**src/rtl/ils_decode_monitor.sv**
```systemverilog
// ils_decode_monitor
//
// Decodes RV32 ALU-immediate, LOAD and STORE instruction words into a compact
// entry and queues each entry in a two-entry FIFO. Every entry is flagged when
// it reads the destination register of the load accepted just before it. The
// block also keeps a saturating count of accepted instructions per class.
//
// Parameters:
//   CNT_W        width of each class counter
//
// Ports:
//   clk          sole clock, rising-edge active
//   reset_n      synchronous active-low reset
//   in_valid     upstream offers in_instr this cycle
//   in_instr     RV32 instruction word
//   in_ready     block can accept an instruction this cycle (FIFO not full)
//   out_ready    consumer accepts the head entry
//   out_valid    head entry valid (FIFO not empty)
//   out_class    0=ALUI, 1=LOAD, 2=STORE, 3=ILLEGAL
//   out_rd/rs1/rs2, out_funct3, out_imm   decoded fields of the head entry
//   out_load_use head entry reads the rd of the immediately preceding load
//   cnt_alui/cnt_load/cnt_store/cnt_illegal  saturating per-class accept counts

module ils_decode_monitor #(
    parameter int CNT_W = 16
) (
    input  logic             clk,
    input  logic             reset_n,
    input  logic             in_valid,
    input  logic [31:0]      in_instr,
    output logic             in_ready,
    input  logic             out_ready,
    output logic             out_valid,
    output logic [1:0]       out_class,
    output logic [4:0]       out_rd,
    output logic [4:0]       out_rs1,
    output logic [4:0]       out_rs2,
    output logic [2:0]       out_funct3,
    output logic [31:0]      out_imm,
    output logic             out_load_use,
    output logic [CNT_W-1:0] cnt_alui,
    output logic [CNT_W-1:0] cnt_load,
    output logic [CNT_W-1:0] cnt_store,
    output logic [CNT_W-1:0] cnt_illegal
);

    localparam logic [1:0] CLASS_ALUI    = 2'd0;
    localparam logic [1:0] CLASS_LOAD    = 2'd1;
    localparam logic [1:0] CLASS_STORE   = 2'd2;
    localparam logic [1:0] CLASS_ILLEGAL = 2'd3;

    localparam logic [6:0] OPC_ALUI  = 7'b0010011;
    localparam logic [6:0] OPC_LOAD  = 7'b0000011;
    localparam logic [6:0] OPC_STORE = 7'b0100011;

    localparam logic [1:0] OCC_EMPTY = 2'd0;
    localparam logic [1:0] OCC_ONE   = 2'd1;
    localparam logic [1:0] OCC_FULL  = 2'd2;

    typedef struct packed {
        logic [1:0]  cls;
        logic [4:0]  rd;
        logic [4:0]  rs1;
        logic [4:0]  rs2;
        logic [2:0]  funct3;
        logic [31:0] imm;
        logic        load_use;
    } entry_t;

    // Counter increment that sticks at all-ones instead of wrapping.
    function automatic logic [CNT_W-1:0] sat_inc(input logic [CNT_W-1:0] value);
        logic [CNT_W-1:0] result;
        if (&value) begin
            result = value;
        end else begin
            result = value + {{(CNT_W-1){1'b0}}, 1'b1};
        end
        return result;
    endfunction

    // Raw instruction fields
    logic [6:0] opcode_s;
    logic [4:0] rd_field_s;
    logic [2:0] funct3_s;
    logic [4:0] rs1_field_s;
    logic [4:0] rs2_field_s;
    logic [6:0] funct7_s;

    assign opcode_s    = in_instr[6:0];
    assign rd_field_s  = in_instr[11:7];
    assign funct3_s    = in_instr[14:12];
    assign rs1_field_s = in_instr[19:15];
    assign rs2_field_s = in_instr[24:20];
    assign funct7_s    = in_instr[31:25];

    // FIFO and tracking state
    entry_t           mem_r [2];
    logic             wr_ptr_r;
    logic             rd_ptr_r;
    logic [1:0]       count_r;
    logic             last_valid_r;
    logic [4:0]       last_rd_r;
    logic [CNT_W-1:0] cnt_alui_r;
    logic [CNT_W-1:0] cnt_load_r;
    logic [CNT_W-1:0] cnt_store_r;
    logic [CNT_W-1:0] cnt_illegal_r;

    entry_t dec_s;
    entry_t head_s;
    logic   accept_s;
    logic   pop_s;

    assign in_ready  = (count_r != OCC_FULL);
    assign out_valid = (count_r != OCC_EMPTY);
    assign accept_s  = in_valid & in_ready;
    assign pop_s     = out_valid & out_ready;

    // Decode the offered word into an entry; illegal words leave every field zero.
    always_comb begin
        dec_s     = '0;
        dec_s.cls = CLASS_ILLEGAL;
        case (opcode_s)
            OPC_ALUI: begin
                // Shift-immediates reserve funct7; only SRAI may use 0x20.
                if ((funct3_s == 3'd1) && (funct7_s != 7'h00)) begin
                    dec_s.cls = CLASS_ILLEGAL;
                end else if ((funct3_s == 3'd5) && (funct7_s != 7'h00) && (funct7_s != 7'h20)) begin
                    dec_s.cls = CLASS_ILLEGAL;
                end else begin
                    dec_s.cls    = CLASS_ALUI;
                    dec_s.rd     = rd_field_s;
                    dec_s.rs1    = rs1_field_s;
                    dec_s.funct3 = funct3_s;
                    if ((funct3_s == 3'd1) || (funct3_s == 3'd5)) begin
                        dec_s.imm = {27'd0, in_instr[24:20]};
                    end else begin
                        dec_s.imm = {{20{in_instr[31]}}, in_instr[31:20]};
                    end
                end
            end
            OPC_LOAD: begin
                case (funct3_s)
                    3'd0, 3'd1, 3'd2, 3'd4, 3'd5: begin
                        dec_s.cls    = CLASS_LOAD;
                        dec_s.rd     = rd_field_s;
                        dec_s.rs1    = rs1_field_s;
                        dec_s.funct3 = funct3_s;
                        dec_s.imm    = {{20{in_instr[31]}}, in_instr[31:20]};
                    end
                    default: begin
                        dec_s.cls = CLASS_ILLEGAL;
                    end
                endcase
            end
            OPC_STORE: begin
                case (funct3_s)
                    3'd0, 3'd1, 3'd2: begin
                        dec_s.cls    = CLASS_STORE;
                        dec_s.rs1    = rs1_field_s;
                        dec_s.rs2    = rs2_field_s;
                        dec_s.funct3 = funct3_s;
                        dec_s.imm    = {{20{in_instr[31]}}, in_instr[31:25], in_instr[11:7]};
                    end
                    default: begin
                        dec_s.cls = CLASS_ILLEGAL;
                    end
                endcase
            end
            default: begin
                dec_s.cls = CLASS_ILLEGAL;
            end
        endcase

        // Hazard check uses the last-load state before this accept updates it.
        // last_rd_r is never x0, so zeroed source fields cannot match.
        if (!last_valid_r) begin
            dec_s.load_use = 1'b0;
        end else begin
            case (dec_s.cls)
                CLASS_ALUI, CLASS_LOAD: dec_s.load_use = (dec_s.rs1 == last_rd_r);
                CLASS_STORE:            dec_s.load_use = (dec_s.rs1 == last_rd_r) ||
                                                         (dec_s.rs2 == last_rd_r);
                default:                dec_s.load_use = 1'b0;
            endcase
        end
    end

    // Head of the FIFO drives the outputs directly from storage registers.
    assign head_s       = mem_r[rd_ptr_r];
    assign out_class    = head_s.cls;
    assign out_rd       = head_s.rd;
    assign out_rs1      = head_s.rs1;
    assign out_rs2      = head_s.rs2;
    assign out_funct3   = head_s.funct3;
    assign out_imm      = head_s.imm;
    assign out_load_use = head_s.load_use;

    assign cnt_alui    = cnt_alui_r;
    assign cnt_load    = cnt_load_r;
    assign cnt_store   = cnt_store_r;
    assign cnt_illegal = cnt_illegal_r;

    // Two-entry FIFO storage, pointers and occupancy.
    always_ff @(posedge clk) begin
        if (!reset_n) begin
            for (int i = 0; i < 2; i++) begin
                mem_r[i] <= '0;
            end
            wr_ptr_r <= 1'b0;
            rd_ptr_r <= 1'b0;
            count_r  <= OCC_EMPTY;
        end else begin
            if (accept_s) begin
                mem_r[wr_ptr_r] <= dec_s;
                wr_ptr_r        <= ~wr_ptr_r;
            end
            if (pop_s) begin
                rd_ptr_r <= ~rd_ptr_r;
            end
            case ({accept_s, pop_s})
                2'b10:   count_r <= count_r + OCC_ONE;
                2'b01:   count_r <= count_r - OCC_ONE;
                default: count_r <= count_r;
            endcase
        end
    end

    // Last-load tracker: refreshed on every accept, set only by a legal load to a real register.
    always_ff @(posedge clk) begin
        if (!reset_n) begin
            last_valid_r <= 1'b0;
            last_rd_r    <= 5'd0;
        end else if (accept_s) begin
            if ((dec_s.cls == CLASS_LOAD) && (dec_s.rd != 5'd0)) begin
                last_valid_r <= 1'b1;
                last_rd_r    <= dec_s.rd;
            end else begin
                last_valid_r <= 1'b0;
                last_rd_r    <= 5'd0;
            end
        end else begin
            last_valid_r <= last_valid_r;
            last_rd_r    <= last_rd_r;
        end
    end

    // Per-class accept counters; pops have no effect on them.
    always_ff @(posedge clk) begin
        if (!reset_n) begin
            cnt_alui_r    <= '0;
            cnt_load_r    <= '0;
            cnt_store_r   <= '0;
            cnt_illegal_r <= '0;
        end else if (accept_s) begin
            case (dec_s.cls)
                CLASS_ALUI:  cnt_alui_r    <= sat_inc(cnt_alui_r);
                CLASS_LOAD:  cnt_load_r    <= sat_inc(cnt_load_r);
                CLASS_STORE: cnt_store_r   <= sat_inc(cnt_store_r);
                default:     cnt_illegal_r <= sat_inc(cnt_illegal_r);
            endcase
        end else begin
            cnt_alui_r    <= cnt_alui_r;
            cnt_load_r    <= cnt_load_r;
            cnt_store_r   <= cnt_store_r;
            cnt_illegal_r <= cnt_illegal_r;
        end
    end

endmodule

```
**config.mk**
```make
export PLATFORM = sky130hd
export DESIGN_NAME = ils_decode_monitor
export DESIGN_NICKNAME = d
export VERILOG_FILES = /design/src/rtl/ils_decode_monitor.sv
export SDC_FILE = /design/constraint.sdc
export NUM_CORES = 1
export LEC_CHECK = 0
export BUFFER_PORTS_ARGS = -buffer_cell sky130_fd_sc_hd__buf_2
export CORE_UTILIZATION = 58
export CTS_CLUSTER_DIAMETER = 60
export DETAILED_ROUTE_END_ITERATION = 8
export PLACE_DENSITY = 0.85
export RECOVER_POWER = 50
export SLEW_MARGIN = 25
export SYNTH_ARGS = -nofsm -noshare
export SYNTH_HDL_FRONTEND = slang
export SYNTH_SLANG_ARGS = --single-unit
```
**constraint.sdc**
```tcl
create_clock -name clk -period 5.75 [get_ports clk]
set_input_delay 0.2875 -clock clk [delete_from_list [all_inputs] [get_ports clk]]
set_output_delay 0.2875 -clock clk [all_outputs]
set_load 0.02 [all_outputs]
```
==> results by group, run 1 <==
Outcome
  • Run status: finished with violations
  • Failing checks: capacitance limit, slew limit

Place
  • DP Cell Count: 924
  • Dpl hpwl: 11000 µm
  • Place WS: 2.59 ns
  • PortBufs: 154
  • Final GP Congestion: 0.909

Synth
  • Area share of the largest cell type after synthesis: 29.2%
  • Syn Area/Cell: around 10 µm²
  • Syn_nets: 711
  • Most instantiated cells after synthesis: nor2_1, dfxtp_1, edfxtp_1
  • Ys flop type: dfxtp_1
  • Synth Warn #: 0
  • Ranking of synthesized cells by area: edfxtp_1, dfxtp_1, mux2_2
  • Library cells used by synthesis: 53
  • Sequential share of the synthesized area: 51.4%
  • Count leader, synth: nor2_1
  • Synth area leader: edfxtp_1
  • Yosys reg bits: 141
  • Post-Synthesis Cells: 670
  • Post-Synthesis Cell Area: 0.00678 mm²
  • Post-synth EDFFs: 66
  • Fraction of registers with async set/reset: 0%

Setup path
  • Data arrival, critical path: 3.66 ns
  • Crit Path Class: flip-flop to flip-flop
  • CP max stage cell: a311oi_2
  • Startpoint class of the critical path: flip-flop
  • CP Capture Type: flip-flop
  • Req. time, crit path: 6.09 ns
  • Ordered cell list for the critical path: nand2b_1 -> and2_0 -> inv_1 -> a311oi_2 -> nand2_1 -> or3_1 -> a21oi_1
  • Crit-path max FO: 14
  • CP bufs+invs: 1
  • Crit path max-delay family: simple AND/OR/NAND/NOR gates
  • Slowest cell delay on critical path: 0.95 ns

GRT
  • Total gr overflow: 0
  • Largest net degree at the start of global routing: 72
  • Antenna violations before repair: 1
  • Tot GR Track Use: 27.1%
  • Vias in the first global route: 5146
  • Global-route wire length before repair: 24800 µm

STA
  • Setup violators final: 0
  • Max-slew violations: 34
  • Unrepaired setup endpoints after global routing: false
  • Setup TNS: 0 ns
  • Post-route clock period utilization: 57.6%
  • Worst slew pin tran: 1.85 ns
  • Period minus WS final: 3.31 ns
  • Headroom to the max-slew limit: -23.7%
  • Hold Vio Cnt, Final: 0
  • Fmax: 0.302 GHz
  • Post-Route Skew: 0.00543 ns
  • Final setup margin: between 2 and 2.5 ns

Detailed routing
  • Vias per inst: 5.86
  • Drt pass-1 iters: 5
  • Final ANT Viol Nets: 0
  • DR WL/cell: 16.6 µm
  • Vias: 5602
  • DR iter-0 viols: 357
  • DRT Wirelength: 15900 µm
  • DR DRC count: 0

Clock tree
  • Clock Latency Late Sink: roughly 0.42 ns
  • Clock root cell: clkbuf_16
  • Max H-tree Level: 4
  • CTS tree: done
  • Post-CTS Setup Inserts: 0
  • CTS Buffer Depth: 2
  • Post-CTS Hold Fix Bufs: 0
  • Clock Sinks: approximately 140
  • Cts bufs inserted: 17
  • Reg clk slew, reported paths: ~0.060 ns
  • Post-cts resize count: 0

Floorplanning
  • CORE AREA: 0.0114 mm²
  • # IOs: 155
  • Die Span X: 110 µm
  • Starting Density: between 50% and 60%
  • Std cell rows: 39
  • Die area: ~0.012 mm²
  • DIE HEIGHT: 110 µm

Power and ir drop
  • Psw: 0.830 mW
  • Pwr Density: 348 mW/mm²
  • Pleak: 2.99 nW
  • Comb pwr share: 21.1%
  • Peak VDD IR: 218 µV
  • Seq pwr share: 41.9%
  • Final Total Pwr: ~2.8 mW
  • Clk pwr share: 37.0%
  • Internal Pwr Total: roughly 1.9 mW
  • Net Sw Frac: 30.0%

Hold path
  • Worst hold path type: input port to flip-flop

Final layout
  • Fillcell total: 909
  • Fin cells: 956
  • Share of layout cells above drive strength 1: 13.7%
  • Syn-to-layout area delta: 17.0%
  • Final #Nets: 841
  • Reg area: 0.00348 mm²
  • N_diodes: 0
  • Multi-input logic area: 0.00302 mm²

Job
  • Maximum capacitance violations: 1
## registers in the layout (all words and copies together), names as in the netlist, named ones only
name,flops
rd_ptr_r,1
count_r,2
wr_ptr_r,1
mem_r,66
cnt_alui,16
last_valid_r,1
last_rd_r,5
cnt_illegal,16
cnt_load,16
cnt_store,16
## per-stage QoR
step | area [µm²] | hold slack, ns | utilization [%]
final | 7940 | 0.174 | 69.5
after floorplan | 6780 | 0.439 | -
after CTS | 8080 | 0.162 | 70.7
after global placement | 7520 | 0.458 | 65.8
after global routing | 7940 | 0.167 | 69.5
after detailed placement | 7520 | 0.480 | 65.8
## area by class of cell
class,instances,share of cell area (%)
Sequential cell,141,43.9
Multi-Input combinational cell,473,38.1
Timing Repair Buffer,159,8.31
Clock buffer,25,6.42
Tap cell,143,2.25
Clock inverter,7,0.662
Inverter,8,0.378
## final timing paths
path,startpoint,endpoint,slack [ns],cells past startpoint
max reg2reg,count_r[0],cnt_load[8],2.44,7
min reg2reg,last_valid_r,last_valid_r,0.49,2
min,in_instr[28],mem_r[1][9],0.17,2
max,count_r[0],cnt_load[8],2.44,7
## routing by layer
metal | up-vias | routed length (µm) | track usage, %
li1 | 2640 | - | -
met1 | 2711 | 6630 | 32.6
met2 | 218 | 7800 | 45.7
met3 | 31 | 1130 | 8.00
met4 | 2 | 303 | 11.1
met5 | - | 13 | 0
## power by group through the flow
| stage | sequential (mW) | combinational (mW) | clock [mW] |
|---|---|---|---|
| 2_1_floorplan | 1.18 | 0.469 | 0 |
| 3_3_place_gp | 1.17 | 0.602 | 0 |
| 3_5_place_dp | 1.18 | 0.607 | 0 |
| 4_1_cts | 1.16 | 0.611 | 1.04 |
| 5_1_grt | 1.16 | 0.639 | 1.08 |
| 6_report | 1.16 | 0.582 | 1.02 |
## layout by cell type (no fill, tap or decap), types with 28 or more instances in the layout
master / count
and3_1: 44
xnor2_1: 28
buf_2: 38
edfxtp_1: 66
nand2_1: 55
nor2_1: 87
dfxtp_1: 75
mux2_2: 30
xor2_1: 29
clkbuf_1: 119
## logic make-up (layout without fill, tap and decap cells)
kind of cell,count (synthesis),after routing,share of synthesized area (%)
AND/OR/NAND/NOR,306,306,23.1
flip-flops,141,141,51.4
AO/OA/AOI/OAI,65,65,6.44
XOR/XNOR,57,57,7.36
buffers and inverters,56,199,4.30
multiplexers,40,40,6.51
adder cells (fa/ha/maj),5,5,0.923
(Power assumes the default switching activity.)
==> run 2, diff against run 1 <==
- CORE_UTILIZATION: 58 -> 54
- PLACE_DENSITY: 0.85 -> 0.8
- clock period: 5.75 -> 3.1 ns (I/O delays scaled with it)
==> run 2 against run 1 <==
Effect of this change: the run now ends clean; sequential power up 87%; first-iteration DRC count up 22%; final area increased by 2.0%; critical path type unchanged; largest power group unchanged.
==> results by group, run 2 (synthesis gave the netlist of run 1 again) <==
STA
  • Post-Route Skew: 0.00539 ns
  • Post-route clock period utilization: 82.7%
  • Final setup margin: 0.537 ns
  • Setup violators final: 0
  • Period minus WS final: approximately 2.6 ns
  • Max-slew violations: 0
  • Headroom to the max-slew limit: between 40% and 50%
  • Fmax: 0.390 GHz
  • Setup TNS: 0 ns
  • Unrepaired setup endpoints after global routing: false
  • Hold Vio Cnt, Final: 0
  • Worst slew pin tran: 0.893 ns

GRT
  • Global-route wire length before repair: 26300 µm
  • Vias in the first global route: 5434
  • Total gr overflow: 0
  • Tot GR Track Use: around a quarter
  • Largest net degree at the start of global routing: 73
  • Antenna violations before repair: 0

Power and ir drop
  • Pwr Density: ~670 mW/mm²
  • Psw: 1.54 mW
  • Clk pwr share: 39.6%
  • Net Sw Frac: between 20 and 30%
  • Comb pwr share: 20.1%
  • Seq pwr share: around two fifths
  • Pleak: 3.13 nW
  • Peak VDD IR: 476 µV
  • Internal Pwr Total: 3.84 mW

Detailed routing
  • DR DRC count: 0
  • DRT Wirelength: between 15000 and 20000 µm
  • Vias per inst: 5.68
  • DR WL/cell: roughly 16 µm
  • Final ANT Viol Nets: 0
  • Vias: 5608
  • DR iter-0 viols: 435
  • Drt pass-1 iters: 7

Setup path
  • Crit path to: mem_r[1][4]
  • Req. time, crit path: 3.08 ns
  • R2R cell count: 7
  • Crit. Startpoint: count_r[0]
  • Startpoint class of the critical path: flip-flop
  • Data arrival, critical path: 2.54 ns
  • FF-to-FF End: mem_r[1][4]
  • CP Capture Type: flip-flop
  • Crit-path max FO: 33
  • Crit Path Class: flip-flop to flip-flop
  • Worst r2r src: count_r[0]
  • R2R setup slack: 0.54 ns

Place
  • DP Area: 0.00759 mm²
  • Place WS: 0.382 ns
  • PortBufs: 154
  • Dpl hpwl: 11200 µm
  • Final GP Congestion: 0.916
  • DP Cell Count: 956

Final layout
  • Largest register FFs: 66
  • Syn-to-layout area delta: 19.4%
  • N_diodes: 0
  • Reg area: 0.00348 mm²
  • Most frequent cells in the layout: clkbuf_1, nor2_1, dfxtp_1, edfxtp_1, buf_2
  • Final #Nets: between 800 and 900
  • Biggest register: mem_r
  • Share of layout cells above drive strength 1: between 10% and 20%
  • Fin cells: 988
  • Post-route cell area: 0.00810 mm²
  • Multi-input logic area: 0.00300 mm²
  • Most common cell after layout, fill and taps aside: clkbuf_1
  • Fillcell total: 1008

Floorplanning
  • Std cell rows: 40
  • DIE HEIGHT: approximately 110 µm
  • # IOs: approximately 160
  • CORE AREA: roughly 0.012 mm²
  • Starting Density: 56.0%
  • Die area: 0.0130 mm²
  • Die Span X: 114 µm

Clock tree
  • Clock Latency Late Sink: 0.42 ns
  • Max H-tree Level: 4
  • Post-CTS Hold Fix Bufs: 0
  • Post-CTS Setup Inserts: 0
  • Clock root cell: clkbuf_16
  • Cts bufs inserted: 17
  • Post-cts resize count: 0
  • CTS tree: done
  • CTS Buffer Depth: 2
  • Reg clk slew, reported paths: 0.06 ns
  • Clock Sinks: around 140

Hold path
  • Worst hold path type: input port to flip-flop

Outcome
  • Run status: completed

Job
  • Maximum capacitance violations: 0
run 2: cell count changes in the layout (fill, tap and decap cells not counted), sizes merged:
cell,delta
buf,+28
bufinv,+2
clkbuf,-21
clkinv,-2
run 2: layout make-up:
type                            instances  area share [%]
Multi-Input combinational cell        473            37.1
Inverter                                8           0.371
Clock inverter                          7            1.19
Timing Repair Buffer                  166            9.07
Clock buffer                           25            6.66
Tap cell                              168            2.60
Sequential cell                       141            43.0
run 2: per-layer routing:
metal	GRT usage, %	vias up	routed length [µm]
met1	30.6	2694	6530
met3	5.98	27	1100
met2	45.5	230	8240
li1	-	2657	-
met5	0	-	0
met4	11.3	0	354
run 2: worst min path at each step:
stage                             from           end  slack (ns)  cells after the start
final                     in_instr[30]  mem_r[0][11]        0.05                      2
after global routing      in_instr[25]   mem_r[0][6]        0.05                      2
after detailed placement  last_valid_r  last_valid_r        0.46                      2
after floorplan            in_instr[7]  last_rd_r[0]        0.31                      2
after CTS                 in_instr[30]  mem_r[1][11]        0.03                      2
after global placement    last_valid_r  last_valid_r        0.45                      2
run 2: power groups by stage:
stage | logic (mW) | registers (mW) | clock network (mW)
2_1_floorplan | 0.871 | 2.18 | 0
3_3_place_gp | 1.10 | 2.20 | 0
3_5_place_dp | 1.12 | 2.21 | 0
4_1_cts | 1.12 | 2.17 | 2.15
5_1_grt | 1.17 | 2.19 | 2.23
6_report | 1.08 | 2.17 | 2.13
run 2: per-stage QoR:
step / util [%] / hold slack, ns / power (mW)
after floorplan: - / 0.307 / 3.05
after global routing: 66.8 / 0.0461 / 5.59
after global placement: 62.7 / 0.455 / 3.30
after CTS: 68.0 / 0.0320 / 5.45
final: 66.8 / 0.0503 / 5.39
after detailed placement: 62.7 / 0.456 / 3.33
run 2: worst max-delay path: stages, from the launching register on:
cell and delay, ns:
dfxtp_1 0.34, nand2b_1 0.18, and2_0 0.16, buf_4 0.18, nand3_1 0.09, clkbuf_1 0.49
nand2_1 0.12, clkbuf_2 0.54
